File: config.mk
export PLATFORM = sky130hd
export DESIGN_NAME = pcm_spi_streamer
export DESIGN_NICKNAME = d
export VERILOG_FILES = /design/src/rtl/pcm_spi_pkg.sv /design/src/rtl/pcm_frame_fifo.sv /design/src/rtl/pcm_spi_streamer.sv
export SDC_FILE = /design/constraint.sdc
export NUM_CORES = 1
export LEC_CHECK = 0
export CELL_PAD_IN_SITES_DETAIL_PLACEMENT = 1
export CELL_PAD_IN_SITES_GLOBAL_PLACEMENT = 1
export CORE_UTILIZATION = 40
export DETAILED_ROUTE_END_ITERATION = 6
export GPL_ROUTABILITY_DRIVEN = 0
export PLACE_DENSITY_LB_ADDON = 0.1
export RECOVER_POWER = 50
export SKIP_CTS_REPAIR_TIMING = 1
export SYNTH_ARGS = -nofsm -noshare
export SYNTH_HDL_FRONTEND = slang
export SYNTH_HIERARCHICAL = 1
export SYNTH_SLANG_ARGS = --single-unit
File: constraint.sdc
create_clock -name clk -period 10.25 [get_ports clk]
set_input_delay 3.075 -clock clk [delete_from_list [all_inputs] [get_ports clk]]
set_output_delay 3.075 -clock clk [all_outputs]
set_load 0.01 [all_outputs]
File: src/rtl/pcm_spi_pkg.sv
// Shared types for the PCM-to-SPI streamer: FSM states, SPI mode and a
// helper that decides which SCK toggles advance the transmit shift register.
package pcm_spi_pkg;

   typedef enum logic [2:0] {
      st_idle,
      st_lead,
      st_shift,
      st_trail,
      st_gap
   } state_t;

   typedef struct packed {
      logic cpol;
      logic cpha;
   } spi_mode_t;

   // leading : this toggle moves SCK away from its idle level
   // first   : this is the very first toggle of the frame
   // CPHA=0 changes data on trailing edges (MSB is already on sdo during LEAD).
   // CPHA=1 changes data on leading edges, but the first leading edge only
   // exposes the MSB that was loaded, so it must not shift.
   function automatic logic is_shift_toggle(spi_mode_t mode, logic leading, logic first);
      logic shift;
      if (mode.cpha) begin
         shift = leading & ~first;
      end else begin
         shift = ~leading;
      end
      return shift;
   endfunction

endpackage

File: src/rtl/pcm_frame_fifo.sv
// Frame FIFO: register-array storage, pointers carry one extra wrap bit so
// full and empty are distinguished without a separate counter.
module pcm_frame_fifo
#(
   parameter int WIDTH = 32,
   parameter int DEPTH = 8
) (
   input  logic                     clk,
   input  logic                     reset_n,
   input  logic                     wr_en,
   input  logic [WIDTH-1:0]         wr_data,
   input  logic                     rd_en,
   output logic [WIDTH-1:0]         rd_data,
   output logic                     full,
   output logic                     empty,
   output logic [$clog2(DEPTH):0]   level
);

   localparam int AW = $clog2(DEPTH);
   localparam logic [AW:0] FULL_LEVEL = (AW+1)'(DEPTH);

   logic [WIDTH-1:0] mem_q [DEPTH];
   logic [AW:0]      wr_ptr_q;
   logic [AW:0]      rd_ptr_q;
   logic             do_wr;
   logic             do_rd;

   assign level   = wr_ptr_q - rd_ptr_q;
   assign full    = (level == FULL_LEVEL);
   assign empty   = (wr_ptr_q == rd_ptr_q);
   assign do_rd   = rd_en & ~empty;
   // A write into a full FIFO is only honoured when a pop frees a slot in the same clk.
   assign do_wr   = wr_en & (~full | do_rd);
   assign rd_data = mem_q[rd_ptr_q[AW-1:0]];

   // Storage array; no reset so it maps onto plain memory.
   always_ff @(posedge clk) begin
      if (do_wr) begin
         mem_q[wr_ptr_q[AW-1:0]] <= wr_data;
      end
   end

   // Read and write pointers, free-running with wrap bit.
   always_ff @(posedge clk or negedge reset_n) begin
      if (!reset_n) begin
         wr_ptr_q <= '0;
         rd_ptr_q <= '0;
      end else begin
         if (do_wr) begin
            wr_ptr_q <= wr_ptr_q + 1'b1;
         end
         if (do_rd) begin
            rd_ptr_q <= rd_ptr_q + 1'b1;
         end
      end
   end

endmodule

File: src/rtl/pcm_spi_streamer.sv
// PCM frame streamer: buffers multi-channel sample frames and sends each one
// as a single SPI transaction (cs_n framed, MSB first, configurable mode).
// Each frame: LEAD half-period, 2N SCK toggles, TRAIL half-period, then
// GAP_HP half-periods with cs_n high before the next frame may start.
module pcm_spi_streamer
   import pcm_spi_pkg::*;
#(
   parameter int DATA_W     = 16,
   parameter int CHANNELS   = 2,
   parameter int FIFO_DEPTH = 8,
   parameter int CLK_DIV    = 4,
   parameter bit CPOL       = 1'b0,
   parameter bit CPHA       = 1'b0,
   parameter int GAP_HP     = 2
) (
   input  logic                          clk,
   input  logic                          reset_n,
   input  logic [CHANNELS*DATA_W-1:0]    s_data,
   input  logic                          s_valid,
   output logic                          s_ready,
   output logic                          sck,
   output logic                          cs_n,
   output logic                          sdo,
   output logic [$clog2(FIFO_DEPTH):0]   fifo_level,
   output logic                          busy,
   output logic                          underrun
);

   localparam int N  = CHANNELS * DATA_W;
   localparam int CW = $clog2(CLK_DIV + 1);
   localparam int TW = $clog2(2 * N + 1);
   localparam int GW = $clog2(GAP_HP + 1);

   localparam logic [CW-1:0] HP_LAST  = CW'(CLK_DIV - 1);
   localparam logic [TW-1:0] TOG_LAST = TW'(2 * N);
   localparam logic [GW-1:0] GAP_LAST = GW'(GAP_HP - 1);
   localparam spi_mode_t     MODE     = '{cpol: CPOL, cpha: CPHA};

   // FIFO interface
   logic         fifo_wr;
   logic         fifo_rd;
   logic         fifo_full;
   logic         fifo_empty;
   logic [N-1:0] fifo_rd_data;

   // FSM and datapath state
   state_t       state_q,  state_d;
   logic [CW-1:0] hp_cnt_q, hp_cnt_d;
   logic [TW-1:0] tog_q,    tog_d;
   logic [TW-1:0] tog_inc;
   logic [GW-1:0] gap_q,    gap_d;
   logic [N-1:0]  shreg_q,  shreg_d;
   logic          sck_q,    sck_d;
   logic          cs_n_q,   cs_n_d;
   logic          underrun_q, underrun_d;
   logic          seen_q;
   logic          hp_done;
   logic          launch;

   // full is exactly level == FIFO_DEPTH, so this is level < FIFO_DEPTH.
   assign s_ready = ~fifo_full;
   assign fifo_wr = s_valid & s_ready;

   pcm_frame_fifo #(
      .WIDTH (N),
      .DEPTH (FIFO_DEPTH)
   ) u_fifo (
      .clk     (clk),
      .reset_n (reset_n),
      .wr_en   (fifo_wr),
      .wr_data (s_data),
      .rd_en   (fifo_rd),
      .rd_data (fifo_rd_data),
      .full    (fifo_full),
      .empty   (fifo_empty),
      .level   (fifo_level)
   );

   assign hp_done = (hp_cnt_q == HP_LAST);
   assign tog_inc = tog_q + 1'b1;

   // Next-state logic: half-period timing, SCK toggling, shifting and framing.
   always_comb begin
      state_d    = state_q;
      hp_cnt_d   = hp_cnt_q + 1'b1;
      tog_d      = tog_q;
      gap_d      = gap_q;
      shreg_d    = shreg_q;
      sck_d      = sck_q;
      cs_n_d     = cs_n_q;
      underrun_d = underrun_q;
      fifo_rd    = 1'b0;
      launch     = 1'b0;

      unique case (state_q)
         st_idle: begin
            hp_cnt_d = '0;
            sck_d    = MODE.cpol;
            cs_n_d   = 1'b1;
            launch   = ~fifo_empty;
         end

         st_lead: begin
            if (hp_done) begin
               hp_cnt_d = '0;
               state_d  = st_shift;
            end
         end

         st_shift: begin
            if (hp_done) begin
               hp_cnt_d = '0;
               sck_d    = ~sck_q;
               tog_d    = tog_inc;
               // Odd toggle numbers move SCK away from CPOL (leading edges).
               if (is_shift_toggle(MODE, tog_inc[0], tog_q == '0)) begin
                  shreg_d = shreg_q << 1;
               end
               if (tog_inc == TOG_LAST) begin
                  state_d = st_trail;
               end
            end
         end

         st_trail: begin
            if (hp_done) begin
               hp_cnt_d = '0;
               cs_n_d   = 1'b1;
               gap_d    = '0;
               state_d  = st_gap;
            end
         end

         st_gap: begin
            if (hp_done) begin
               hp_cnt_d = '0;
               gap_d    = gap_q + 1'b1;
               if (gap_q == GAP_LAST) begin
                  gap_d = '0;
                  if (!fifo_empty) begin
                     // Chain straight into the next frame so cs_n stays high
                     // for exactly GAP_HP half-periods between frames.
                     launch = 1'b1;
                  end else begin
                     state_d = st_idle;
                     if (seen_q) begin
                        underrun_d = 1'b1;
                     end
                  end
               end
            end
         end

         default: begin
            state_d = st_idle;
         end
      endcase

      if (launch) begin
         fifo_rd  = 1'b1;
         shreg_d  = fifo_rd_data;
         cs_n_d   = 1'b0;
         sck_d    = MODE.cpol;
         tog_d    = '0;
         hp_cnt_d = '0;
         state_d  = st_lead;
      end
   end

   // State registers; reset raises cs_n immediately and drops any frame in flight.
   always_ff @(posedge clk or negedge reset_n) begin
      if (!reset_n) begin
         state_q    <= st_idle;
         hp_cnt_q   <= '0;
         tog_q      <= '0;
         gap_q      <= '0;
         shreg_q    <= '0;
         sck_q      <= MODE.cpol;
         cs_n_q     <= 1'b1;
         underrun_q <= 1'b0;
      end else begin
         state_q    <= state_d;
         hp_cnt_q   <= hp_cnt_d;
         tog_q      <= tog_d;
         gap_q      <= gap_d;
         shreg_q    <= shreg_d;
         sck_q      <= sck_d;
         cs_n_q     <= cs_n_d;
         underrun_q <= underrun_d;
      end
   end

   // Remembers that a frame was accepted, so underrun cannot fire before streaming starts.
   always_ff @(posedge clk or negedge reset_n) begin
      if (!reset_n) begin
         seen_q <= 1'b0;
      end else if (fifo_wr) begin
         seen_q <= 1'b1;
      end
   end

   // With CPHA=1 the MSB only appears on sdo at the first SCK edge.
   assign sdo      = ~cs_n_q & shreg_q[N-1] & (~MODE.cpha | (tog_q != '0));
   assign sck      = sck_q;
   assign cs_n     = cs_n_q;
   assign busy     = (state_q != st_idle);
   assign underrun = underrun_q;

endmodule

---- After elaboration in Yosys (flattened, before gate mapping) ----
Memory sizes are Yosys's and may differ from the RTL's.
Index checks and enable logic that the tools add are counted.
Widths: inputs -> output; s select.
storage, ports and cells
  register bits ........................... 59
  bits in writable memories ............... 256
  logic and storage cells ................. 101
  memories ................................ 1
operators by class
  add/sub/neg operators ................... 6
  equal/unequal tests ..................... 19
  mux-type cells .......................... 38
  bitwise operators ....................... 10
  reductions and logical operators ........ 16
memories
  memory        depth  bits a word  read ports  clocked after Yosys merged registers in  wr ports  RTL line              RTL
  u_fifo.mem_q  8      32           1           0                                        1         pcm_frame_fifo.sv:22  logic [WIDTH-1:0] mem_q [DEPTH];
operators by type and width
  kind                 number
  $mux 32              4
  $mux 3               10
  $mux 7               3
  $ne 3x3->1 const B   7
  $pmux 3 s5           1
  $mux 1               12
  $eq 3x2->1 const B   3
  $reduce_bool 3->1    3
  $add 4x1->4 const B  2
  $reduce_and 8->1     1
  $reduce_bool 2->1    4
  $add 7x1->7 const B  1
  $eq 7x7->1 const B   1
  $mux 2               3
  $ne 2x2->1 const B   3
  $pmux 1 s2           3
  $pmux 3 s2           1
  $reduce_and 2->1     3
  $reduce_and 3->1     2
  $not 1->1            5
  $reduce_and 5->1     1
  $and 1x1->1          4
  $eq 4x4->1           1
  $eq 4x4->1 const B   1
  10 further kinds     10

---- Longest topological paths before layout ----
  depth in word-level cells ............... 11
  gate-level depth with buffers ........... 13

---- By module ----
The synthesis kept the hierarchy.
modules (own cells, without submodules)
  module            times used  cells each  area an instance (um2)  seq. area each (um2)
  pcm_frame_fifo    1           496         10,141.0                7,887.6
  pcm_spi_streamer  1           246         2,527.4                 1,277.5

---- Worst setup path after synthesis ----
Ideal clock, no wire load.
  path kind ............................... input -> register
  from .................................... in s_valid
  to ...................................... mem u_fifo.mem_q[2][0] (enable)
  library setup time ...................... 0.461 ns
  arrival ................................. 5.964 ns
  required time ........................... 9.789 ns
  slack ................................... 3.825 ns
  stages .................................. 4
  buffers on the path ..................... 0
  cells stage by stage .................... nor2b_1 -> o41ai_4 -> or2_2 -> nor3_1
between the ends
  longest elaborated chain between the ends .. 4
RTL lines
  element                       RTL line                RTL
  start: declaration            pcm_spi_streamer.sv:19  input logic s_valid,
  $and 1x1->1                   pcm_spi_streamer.sv:62  assign fifo_wr = s_valid & s_ready;
  $and 1x1->1                   pcm_frame_fifo.sv:33    assign do_wr = wr_en & (~full | do_rd);
  $mux 1                        pcm_frame_fifo.sv:38    if (do_wr) begin
  $mux 1 (not written as such)  pcm_frame_fifo.sv:39    mem_q[wr_ptr_q[AW-1:0]] <= wr_data;
  end: declaration              pcm_frame_fifo.sv:22
Every way passes these cells.

---- Worst setup path after layout ----
  from .................................... reg u_fifo.rd_ptr_q[2]
  to ...................................... out s_ready
between the ends
  longest elaborated chain between the ends .. 3
RTL lines
  element                   RTL line                RTL
  start: declaration        pcm_frame_fifo.sv:24    logic [AW:0] rd_ptr_q;
  start signal: assignment  pcm_frame_fifo.sv:53    rd_ptr_q <= rd_ptr_q + 1'b1;
  $sub 4x4->4               pcm_frame_fifo.sv:28    assign level = wr_ptr_q - rd_ptr_q;
  $eq 4x4->1                pcm_frame_fifo.sv:29    assign full = (level == FULL_LEVEL);
  net fifo_full             pcm_spi_streamer.sv:42  logic fifo_full;
  $not 1->1                 pcm_spi_streamer.sv:61  assign s_ready = ~fifo_full;
  end: declaration          pcm_spi_streamer.sv:20  output logic s_ready,
The timed path passes the listed nets, and every way through them passes these cells.

==> impl_metrics.toml <==
[clock_tree]
cts_tree = "built"
cts.sinks = 315
clk_latency_ps = 520
cts_max_path_buffers = 3
htree_num_levels = 2
clockRootBuffer = "clkbuf_16"
clkTransAtPathRegs_ps = 60
cts-buffers-inserted = 35

[drt]
routed_wl_mm = 26.01
ant_nets = 0
wire_per_inst_um = 21.44
vias = 6396
drtIter0Drc = 328
drc_errors = 2
via_per_inst = 5.273
firstDrtPassIters = 6

[place]
io_buffers = 44
dpl.hpwl_mm = 15.07

[timing]
min_period_ps = 6408
worst_pin_slew_ps = 3292
fmax_mhz = 156.1
setup_tns_ps = 0
final.period_utilization = 0.6251
slew_violations = 136
max_slew_margin = -1.195
fin_skew_ps = 24.13
setup_viol = 0
rsz0062_at_grt = "false"
hold-worst-slack_ps = 447.4
finalHoldViolations = 0

[critical_path]
crit_buf_inv = 5
path_cells = "buf_4, inv_1, buf_4, ha_1, xnor2_1, or3_4, nor3_1, inv_1, clkdlybuf4s50_1"
max_stage_delay_ps = 490
cp_slowest_cell = "clkdlybuf4s50_1"
cp-end-kind = "output port"
critPathRequiredTime_ps = 7180
path_class = "reg -> out"
startpoint_type = "register"
timing.rr.end = "tog_q[3]"
path_delay_family = "buffers and inverters"
rr_worst_depth = 9
worst_ep_arrival_time_ps = 3330
r2r_setup_slack_ps = 5320
path_max_fanout = 35
rr_startpoint = "u_fifo/rd_ptr_q[1]"
crit_cells = 9

[logic_synthesis]
seq_area_frac_synth = 0.7235
syn_inst = 742
ys_ff_latch = 315
yosysWarningCount = 6
yosysUniqueCellTypes = 50
async_flop_share = 0.1873
synth_top_area_frac = 0.6068
netlist_top_cells_count = "edfxtp_1 (256), nand2_1 (141), mux4_2 (64), dfrtp_1 (58), o21ai_0 (32)"
yosys-top-cells-area = "edfxtp_1 (61%), dfrtp_1 (11%), mux4_2 (11%)"
synth_area_um2 = 12670
yosys.area.top_type = "edfxtp_1"
synth_edf_count = 256
yosysMostFrequentCell = "edfxtp_1"
synth_nets = 787
syn_avg_cell_area_um2 = 17.07
synth_flop_cell = "edfxtp_1"

[layout]
multi_input_area_um2 = 3278
nNetsFinal = 838
antenna_cells = 0
seqCellArea_um2 = 9170
drive_above_1_share = 0.1701
fillCellCount = 2948
area_growth_pct = 15.18

[floorplanning]
coreArea_um2 = 30910
ios = 45
initial_core_util = 0.4099
design.die.area_um2 = 32390
die_w_um = 180.0
die_height_um = 180.0
rows = 64

[run_status]
violations = "design-rule violations, max-capacitance violations, max-slew violations"
outcome = "finished, violations left"

[global_routing]
grt_overflow = 0
track_usage = 0.1685
grt_antenna_before_repair = 0
grt_pass1_wl_mm = 41.54
grt_pass1_vias = 7043
grt_max_degree = 76

[power_and_ir_drop]
ir_worst_vdd_uv = 155.9
p_per_area_nw_per_um2 = 299.1
p_leak_nw = 5.260

[hold_path]
hp-class = "reg -> reg"
hold_depth = 1
hold_start = "hp_cnt_q[0]"
worstHoldEndpoint = "hp_cnt_q[0]"

[job]
maxCapViolations = 2
-- flip-flops by register name (all words and copies together) (netlist names) --
name / flops
u_fifo/rd_ptr_q: 4
tog_q: 7
underrun: 1
state_q: 3
u_fifo/mem_q: 256
seen_q: 1
hp_cnt_q: 3
shreg_q: 32
gap_q: 2
u_fifo/wr_ptr_q: 4
sck: 1
cs_n: 1
-- cell type report --
cell class	count	area share
sequential	315	0.6285
multi-input combinational	377	0.2247
tap	396	0.03396
inverter	11	0.002830
clock inverter	17	0.01243
timing repair buffer	53	0.03396
clock buffer	44	0.06371
-- metal layers --
| layer | vias up | GRT usage | routed length [um] |
|---|---|---|---|
| met5 | - | 0 | 0 |
| met4 | 0 | 0.04172 | 445 |
| met3 | 34 | 0.02431 | 1042 |
| met2 | 99 | 0.2764 | 12850 |
| met1 | 3340 | 0.2374 | 11670 |
| li1 | 2923 | - | - |
-- per-stage QoR --
stage	utilization	instances	worst slack [ps]	total power, mW	instance area, um^2
detailed placement	0.4368	1152	4314	3.230	13500
floorplan	-	742	3825	2.772	12670
global route	0.4721	1213	3415	4.640	14590
CTS	0.4727	1213	3768	4.453	14610
finish	0.4721	1213	3842	4.364	14590
global placement	0.4368	1152	4394	3.187	13500
-- cell usage in the layout (no fill, tap or decap), types with 2 or more instances in the layout --
master	n
a211oi_1	2
a21o_1	2
a21oi_1	7
and3_1	4
buf_4	7
bufinv_16	3
clkbuf_1	9
clkbuf_16	35
clkbuf_8	2
clkdlybuf4s50_1	16
clkinv_1	6
clkinv_2	4
clkinv_8	2
dfrtp_1	56
dlygate4sd3_1	27
edfxtp_1	256
ha_1	9
inv_1	11
mux2i_1	31
mux4_2	64
nand2_1	141
nand2b_1	2
nand3_1	5
nand3b_1	4
nand4_1	3
nor2_1	13
nor2_4	5
nor2b_1	5
nor3_1	5
nor3_2	3
o21a_1	2
o21ai_0	37
or2_2	2
xnor2_1	6
xor2_1	7
-- worst register-to-register path, cell delays in order, from the launching register on --
cell and delay (ps):
dfrtp_2 340, buf_4 780, inv_1 160, ha_1 350, nand3_1 130, nor2_1 80, a211oi_1 320, clkbuf_1 2020
o21ai_0 360, a21o_1 270
-- power by group --
part | switching, mW | leakage, nW | internal (mW)
sequential | 0.130 | 3.06 | 1.69
clock | 0.483 | 0.539 | 0.720
combinational | 0.785 | 1.66 | 0.553
total | 1.40 | 5.26 | 2.97
-- kinds of logic after synthesis --
kind of cell             Yosys count  share of synthesized area
flip-flops                       315                     0.7235
AND/OR/NAND/NOR                  202                    0.06924
multiplexers                      96                     0.1395
AO/OA/AOI/OAI                     56                    0.02746
buffers and inverters             50                    0.02094
XOR/XNOR                          13                   0.008988
adder cells (fa/ha/maj)           10                    0.01047
-- worst max-delay path by stage --
stage	startpoint	end	slack, ps
global placement	u_fifo/rd_ptr_q[2]	s_ready	4390
CTS	u_fifo/rd_ptr_q[2]	s_ready	3770
finish	u_fifo/rd_ptr_q[2]	s_ready	3840
floorplan	s_valid	u_fifo/mem_q[2][0]	3830
detailed placement	u_fifo/rd_ptr_q[2]	s_ready	4310
global route	reset_n	u_fifo/rd_ptr_q[0]	3410
(Power assumes the default switching activity.)
